<file path="src/rtl/wb_burst_capture.sv">
// wb_burst_capture: Wishbone B3 write-burst capture slave replaying beats on a valid/ready stream
module wb_burst_capture #(
    parameter int WB_AW      = 32,
    parameter int WB_DW      = 32,
    parameter int DEPTH      = 16,
    parameter int CHECK_ADDR = 1
) (
    input  logic                     wb_clk_i,
    input  logic                     wb_rst_i,
    input  logic [WB_AW-1:0]         wb_adr_i,
    input  logic [WB_DW-1:0]         wb_dat_i,
    input  logic [WB_DW/8-1:0]       wb_sel_i,
    input  logic                     wb_we_i,
    input  logic [1:0]               wb_bte_i,
    input  logic [2:0]               wb_cti_i,
    input  logic                     wb_cyc_i,
    input  logic                     wb_stb_i,
    output logic                     wb_ack_o,
    output logic                     wb_err_o,
    output logic [WB_DW-1:0]         wb_dat_o,
    output logic                     cap_valid_o,
    input  logic                     cap_ready_i,
    output logic [WB_AW-1:0]         cap_adr_o,
    output logic [WB_DW-1:0]         cap_dat_o,
    output logic [WB_DW/8-1:0]       cap_sel_o,
    output logic                     cap_last_o,
    output logic [$clog2(DEPTH):0]   cap_level_o,
    output logic [7:0]               err_cnt_o
);
    localparam int SW = WB_DW / 8;
    localparam int PW = $clog2(DEPTH);
    localparam int LW = PW + 1;
    localparam int EW = 1 + SW + WB_DW + WB_AW;

    typedef enum logic {IDLE, BURST} state_t;

    state_t           state, state_n;
    logic             term_q;
    logic [1:0]       bte_q;
    logic [1:0]       bte_use;
    logic [WB_AW-1:0] exp_adr;
    logic             req, full, blocked, svc, cti_ok, adr_ok, store, bad, pop;
    logic [PW-1:0]    wr_ptr, rd_ptr;
    logic [LW-1:0]    level;
    logic [EW-1:0]    mem [DEPTH];
    logic [EW-1:0]    head;

    // Next expected beat address: linear increment, or wrap inside a k*step aligned block.
    function automatic logic [WB_AW-1:0] next_adr(input logic [WB_AW-1:0] a, input logic [1:0] b);
        logic [WB_AW-1:0] inc, m;
        inc = a + WB_AW'(SW);
        m = (b == 2'b01) ? WB_AW'(4 * SW - 1) : (b == 2'b10) ? WB_AW'(8 * SW - 1) : WB_AW'(16 * SW - 1);
        return (b == 2'b00) ? inc : ((a & ~m) | (inc & m));
    endfunction

    assign req     = wb_cyc_i & wb_stb_i;
    assign full    = level == LW'(DEPTH);
    assign blocked = ((wb_ack_o | wb_err_o) & term_q) | full;
    assign svc     = req & ~blocked;
    assign cti_ok  = (wb_cti_i == 3'b000) || (wb_cti_i == 3'b010) || (wb_cti_i == 3'b111);
    assign adr_ok  = (CHECK_ADDR == 0) || (state == IDLE) || (wb_adr_i == exp_adr);
    assign bte_use = (state == IDLE) ? wb_bte_i : bte_q;
    assign pop     = cap_valid_o & cap_ready_i;
    assign wb_dat_o = '0;

    // Decide store/err for the current request and the next protocol state.
    always_comb begin
        store   = svc & wb_we_i & cti_ok & adr_ok;
        bad     = svc & ~store;
        state_n = state;
        if (state == BURST && !wb_cyc_i)
            state_n = IDLE;
        else if (bad)
            state_n = IDLE;
        else if (store)
            state_n = (wb_cti_i == 3'b010) ? BURST : IDLE;
    end

    // Protocol state register.
    always_ff @(posedge wb_clk_i or posedge wb_rst_i) begin
        if (wb_rst_i)
            state <= IDLE;
        else
            state <= state_n;
    end

    // Registered responses; term_q remembers whether the answered beat closed its cycle.
    always_ff @(posedge wb_clk_i or posedge wb_rst_i) begin
        if (wb_rst_i) begin
            wb_ack_o  <= 1'b0;
            wb_err_o  <= 1'b0;
            term_q    <= 1'b0;
            err_cnt_o <= 8'd0;
        end else begin
            wb_ack_o  <= store;
            wb_err_o  <= bad;
            term_q    <= wb_cti_i != 3'b010;
            err_cnt_o <= (bad && err_cnt_o != 8'hFF) ? err_cnt_o + 8'd1 : err_cnt_o;
        end
    end

    // Burst tracking: latch bte on the opening beat and predict the next address.
    always_ff @(posedge wb_clk_i or posedge wb_rst_i) begin
        if (wb_rst_i) begin
            bte_q   <= 2'b00;
            exp_adr <= '0;
        end else if (store) begin
            bte_q   <= bte_use;
            exp_adr <= next_adr(wb_adr_i, bte_use);
        end
    end

    // FIFO pointers and occupancy; push and pop together leave the level unchanged.
    always_ff @(posedge wb_clk_i or posedge wb_rst_i) begin
        if (wb_rst_i) begin
            wr_ptr <= '0;
            rd_ptr <= '0;
            level  <= '0;
        end else begin
            wr_ptr <= store ? wr_ptr + PW'(1) : wr_ptr;
            rd_ptr <= pop ? rd_ptr + PW'(1) : rd_ptr;
            level  <= level + LW'(store) - LW'(pop);
        end
    end

    // Beat storage; last marks a beat that closed its cycle.
    always_ff @(posedge wb_clk_i) begin
        if (store)
            mem[wr_ptr] <= {wb_cti_i != 3'b010, wb_sel_i, wb_dat_i, wb_adr_i};
    end

    assign head        = mem[rd_ptr];
    assign cap_valid_o = level != '0;
    assign cap_level_o = level;
    assign cap_adr_o   = cap_valid_o ? head[WB_AW-1:0] : '0;
    assign cap_dat_o   = cap_valid_o ? head[WB_AW +: WB_DW] : '0;
    assign cap_sel_o   = cap_valid_o ? head[WB_AW+WB_DW +: SW] : '0;
    assign cap_last_o  = cap_valid_o & head[EW-1];
endmodule

</file>
<file path="config.mk">
export PLATFORM = sky130hd
export DESIGN_NAME = wb_burst_capture
export DESIGN_NICKNAME = d
export VERILOG_FILES = /design/src/rtl/wb_burst_capture.sv
export SDC_FILE = /design/constraint.sdc
export NUM_CORES = 1
export LEC_CHECK = 0
export BUFFER_PORTS_ARGS = -buffer_cell sky130_fd_sc_hd__buf_2
export CORE_MARGIN = 3
export CORE_UTILIZATION = 45
export DETAILED_ROUTE_END_ITERATION = 10
export PLACE_DENSITY = 0.6
export SYNTH_ARGS = -nofsm -noshare
export SYNTH_HDL_FRONTEND = slang
export SYNTH_SLANG_ARGS = --single-unit
</file>
<file path="constraint.sdc">
create_clock -name wb_clk_i -period 11.9 [get_ports wb_clk_i]
set_input_delay 1.19 -clock wb_clk_i [delete_from_list [all_inputs] [get_ports wb_clk_i]]
set_output_delay 1.19 -clock wb_clk_i [all_outputs]
set_load 0.005 [all_outputs]
</file>
Yosys cells after proc, flatten, opt, wreduce, memory -nomap -nowiden
Memories as Yosys holds them, arrays and structs flattened.
Cells that the tools add are included.
- memories: 1
- memory bits (writable): 1104
- logic and storage cells: 66
- output and inout port bits: 117
- bits in registers: 59
- latch bits: 0
- input bits: 79
- ROM bits: 0
- memories (memory ; depth ; width ; rd ports ; clocked after Yosys merged registers in ; wr ports ; RTL line ; text):
    mem ; 16 ; 69 ; 1 ; 0 ; 1 ; 45 ; logic [EW-1:0] mem [DEPTH];
- order comparisons: 0
- reduce and logical (&&, ||, !) cells: 10
- equal/unequal tests: 8
- add/sub/neg operators: 6
- $mul: 0
- div/mod/pow operators: 0
- shift-type cells: 0
- bitwise operators: 18
- multiplexer cells: 13
- operator list (operator ; number):
    $mux 32 ; 3
    $add 32x3->32 const B ; 1
    $and 32x32->32 ; 1
    $and 32x6->32 ; 1
    $eq 32x32->1 ; 1
    $not 6->32 ; 1
    $or 32x32->32 ; 1
    $mux 6 ; 2
    $and 1x1->1 ; 9
    $add 4x1->4 const B ; 2
    $add 8x1->8 const B ; 1
    $ne 8x8->1 const B ; 1
    $mux 1 ; 6
    $add 5x1->5 ; 1
    $eq 5x5->1 const B ; 1
    $reduce_bool 5->1 ; 1
    $sub 5x1->5 ; 1
    $mux 4 ; 1
    $eq 3x2->1 const B ; 1
    $eq 3x3->1 const B ; 1
    $logic_not 3->1 ; 1
    $logic_or 1x1->1 ; 3
    $ne 3x2->1 const B ; 1
    $not 1->1 ; 3
    8 further kinds ; 10

Depth between registers and ports, before layout
- depth after elaboration: 12
- gate-level depth with buffers: 15
- mapped depth without buffers: 13

Least setup slack after synthesis
OpenSTA, ideal clock, no wires.
- kind: input -> register
- start: in wb_adr_i[7]
- end: mem mem[11][0] (netlist name) (enable)
- stages on the path: 8
- buffers on the path: 2
- arrival: 9.025 ns
- library setup time: 0.666 ns
- data required time: 11.234 ns
- setup slack: 2.210 ns
- cell sequence: buf_2 > xor2_1 > nor4_1 > nand4_1 > o21ai_2 > o2111ai_4 > clkbuf_1 > nor4_1
- longest elaborated chain between the ends: 5
- ends and longest elaborated chain (element ; RTL line ; text):
    start: declaration ; 10 ; input logic [WB_AW-1:0] wb_adr_i,
    $eq 32x32->1 ; 61 ; assign adr_ok = (CHECK_ADDR == 0) || (state == IDLE) || (wb_adr_i == exp_adr);
    $logic_or 1x1->1 ; 61 ;
    $and 1x1->1 ; 68 ; store = svc & wb_we_i & cti_ok & adr_ok;
    $mux 1 ; 128 ; if (store)
    $mux 1 (not written as such) ; 129 ; mem[wr_ptr] <= {wb_cti_i != 3'b010, wb_sel_i, wb_dat_i, wb_adr_i};
    end: declaration ; 45 ;
No other way between the ends.

Worst setup path after layout
- start: reg rd_ptr[0]
- end: out cap_adr_o[20]
- longest elaborated chain between the ends: 2
- ends and longest elaborated chain (element ; RTL line ; text):
    start: declaration ; 43 ; logic [PW-1:0] wr_ptr, rd_ptr;
    start signal: assignment ; 121 ; rd_ptr <= pop ? rd_ptr + PW'(1) : rd_ptr;
    $mem_v2 16x69 ; - ;
    $mux 32 ; 135 ; assign cap_adr_o = cap_valid_o ? head[WB_AW-1:0] : '0;
    end: declaration ; 23 ; output logic [WB_AW-1:0] cap_adr_o,
No other way between the ends.

==> flow_summary.toml <==
[status]
status = "complete, no violations"

[finish]
finish.net_count = 2310
layout.filler_cells = 7657
final_layout_size_suffix_gt1_frac = 0.3299
fin_util = 0.5197
areaGrowthSynthToFinish_pct = 13.43

[logic_synthesis]
synth.ff_latch_count = 1163
synthArstFlopShare = 0.05073
synth_sequential_area_ratio = 0.7612
synth-warning-count = 0
syn_area_per_cell_um2 = 22.85
number_of_enable_flip_flop_cells_after_synthesis = 1104
most_used_standard_cell_by_instance_count_after_synthesis = "sky130_fd_sc_hd__edfxtp_1"
synthesis.area_um2 = 45490
synth_top_area_share = 0.7288
ys_top_cells_by_count = "1104 x sky130_fd_sc_hd__edfxtp_1, 345 x sky130_fd_sc_hd__mux4_2, 80 x sky130_fd_sc_hd__and2_1"
synthDistinctLibCells = 45
post-synth-top-area-cell = "sky130_fd_sc_hd__edfxtp_1"
synth.top_cells.by_area = "sky130_fd_sc_hd__edfxtp_1 73%, sky130_fd_sc_hd__mux4_2 17%, sky130_fd_sc_hd__dfrtp_1 3.2%"
netlist_instances = 1991
synth_ff_type = "sky130_fd_sc_hd__edfxtp_1"

[critical_path]
crit_path_max_incr_delay_ps = 1060
timing.critical_path.buf_inv = 3
rr_worst_depth = 10
slowest_stage = "sky130_fd_sc_hd__dfrtp_4"
timing.critical_path.max_delay_family = "buffers and inverters"
rr_startpoint = "exp_adr[29]"
crit_required_ps = 10710
criticalPathCategory = "reg -> out"
worstSetupPathDepth = 6
reg2reg_slack_ps = 7440
category_of_the_worst_setup_path_launch_point = "register"
end_kind = "output port"
crit_chain = "buf_4, buf_4, mux4_2, mux4_2, and2_1, buf_2"
worst_r2r_endpoint = "mem[5][40]"
critical_path_peak_fanout = 51
worst_path_arrival_ps = 5030

[global_route]
grt.total_usage = 0.2003
grt_first_pass_wirelength_mm = 151.8
grt_pass1_vias = 22270
globalRoute.totalOverflow = 0
pin_count_of_the_biggest_net_entering_global_routing = 101
antenna_violations_before_repair = 17

[timing]
final-setup-viol-count = 0
slew_viol_final = 0
period_share = 0.5228
timing_hold_violations_final = 0
post_route_setup_tns_ps = 0
fmaxAchievable_ghz = 0.1607
post-route-min-period_ps = 6221
grt_setup_unrepaired = "no"
clock_tree_skew_after_final_layout_ps = 47.95
slew_headroom = 0.2478
worst_slew_pin_slew_ps = 1127

[detailed_routing]
initialDrtViolationCount = 2053
vias = 20800
final_antenna_net_count = 0
detailedRoute.firstPassIterationCount = 7
route.detailed.wl_per_inst_um = 28.51
vias_per_cell = 5.764
post-route-drc-count = 0
routed_wl_mm = 102.9

[cts]
cts-buffers-inserted = 116
ctsResizeCount = 0
clock_sink_count = 1163
clk_root_buffer_cell = "sky130_fd_sc_hd__clkbuf_16"
clock_tree.htree_level_count = 3
cts.path.max_buffers = 3
clkTransAtPathRegs_ps = 60
clk-insertion-delay-late_ps = 690
tritoncts = "built"
cts_hold_buf = 0
post-cts-setup-buffers = 0

[power]
net-switching-power_w = 0.003065
power.internal_w = 0.008265
power.density_cell_area_nw_per_um2 = 219.6
ir_drop_mv = 0.1377
leakage_nw = 16.67
p_clk_frac = 0.320
sequentialPowerShare = 0.423
power.share.switching = 0.2705
comb_power_share = 0.257

[worst_hold_path]
worst_hold_path_cell_count = 2
worstHoldEndpoint = "bte_q[1]"
worst_hold_startpoint = "bte_q[1]"
worstHoldPathType = "reg -> reg"

[die]
die_width_um = 323.9
rows = 115
floorplan.core_area_um2 = 99280
die_height_um = 323.9
floorplan.initialDensity = 0.4582
die-area_um2 = 104900
boundaryPins = 196

[flow_run]
maxCapViolations = 0

[place]
io_buffers = 163
place_congestion = 0.7753
dp_hpwl_mm = 52.92
per-stage QoR:
stage / std cells / power [W] / setup slack, ps / area (um^2) / hold slack [ps]
6_report: 3609 / 0.01133 / 5679 / 51600 / 494.5
5_1_grt: 3604 / 0.01184 / 5215 / 51590 / 535.3
4_1_cts: 3603 / 0.01150 / 5443 / 51580 / 495.8
3_5_place_dp: 3384 / 0.007884 / 6201 / 47770 / 481.9
3_3_place_gp: 3384 / 0.007848 / 6241 / 47770 / 459.7
2_1_floorplan: 2022 / 0.006868 / 2210 / 45610 / 444.4
power groups by stage:
stage                     Sequential (W)  Clock, W  Combinational [W]
final                            0.00479   0.00362            0.00292
after global routing             0.00482   0.00386            0.00316
after global placement           0.00488         0            0.00297
after floorplan                  0.00472         0            0.00215
after detailed placement         0.00489         0            0.00300
after CTS                        0.00480   0.00369            0.00301
state kept, by name (all words and copies together) (netlist names):
signal	flops
wb_ack_o	1
wr_ptr	4
err_cnt_o	8
exp_adr	32
bte_q	2
mem	1104
cap_level_o	5
rd_ptr	4
state	1
wb_err_o	1
term_q	1
worst max path at each step:
stage	start	endpoint	slack, ps
6_report	rd_ptr[0]	cap_adr_o[20]	5680
5_1_grt	rd_ptr[0]	cap_adr_o[20]	5210
4_1_cts	rd_ptr[0]	cap_adr_o[20]	5440
3_5_place_dp	rd_ptr[0]	cap_adr_o[26]	6200
3_3_place_gp	rd_ptr[0]	cap_adr_o[26]	6240
2_1_floorplan	wb_adr_i[7]	mem[11][0]	2210
cell type report:
cell class                 count  area [um^2]  area share
clock buffer                 137         3032     0.05876
tap                         1287         1610     0.03121
antenna                        6        15.01   0.0002910
sequential                  1163        34640      0.6714
timing repair buffer         202         1121     0.02173
clock inverter                82        780.7     0.01513
multi-input combinational    717        10330      0.2003
inverter                      15        61.31    0.001188
metal layers:
layer  up-vias  global-route usage  wire length, um
li1       8727                   -                -
met1     11290              0.2856            44350
met2       643              0.3261            50690
met3       137             0.03569             6108
met4         8             0.04739             1717
met5         -                   0               42
cells by family after synthesis:
logic type / Yosys count / share of synthesized area
flops: 1163 / 0.7613
mux: 359 / 0.1742
simple gates: 198 / 0.02509
buf+inv: 142 / 0.01549
xor+xnor: 76 / 0.01463
compound gates: 36 / 0.004649
fa+ha+maj: 16 / 0.004566
other cells: 1 / 0.00008244
worst register-to-register path: stages (launching register included):
cell	delay (ps)
sky130_fd_sc_hd__dfrtp_1	390
sky130_fd_sc_hd__xor2_1	190
sky130_fd_sc_hd__nor4_1	490
sky130_fd_sc_hd__nand4_1	180
sky130_fd_sc_hd__o21ai_2	200
sky130_fd_sc_hd__o2111ai_4	170
sky130_fd_sc_hd__inv_6	200
sky130_fd_sc_hd__nand2_4	120
sky130_fd_sc_hd__nor3b_4	940
sky130_fd_sc_hd__buf_4	490
sky130_fd_sc_hd__buf_4	670
cells in the final DEF (no fill, tap or decap), drive strengths merged, types with 2 or more instances in the layout:
cell type  Yosys  routed
and4           7       7
nor2          11      11
and3           4       4
bufinv         0      13
nor3           9       9
nand3b         2       2
edfxtp      1104    1104
xnor2         21      21
mux4         345     345
nand3         12      12
clkinv         0      63
nor4          10      10
o21ai         30      30
nor3b          4       4
nand2         39      39
a21oi          3       3
conb           1      32
clkbuf        51     137
o2111ai        2       2
xor2          55      55
buf           76     202
inv           15      18
mux2          13      13
and2          80      80
dfrtp         59      59
ha            15      15
nand4         14      14
diode          0       6
clkinvlp       0       3
Power figures use the tool's default switching activity.
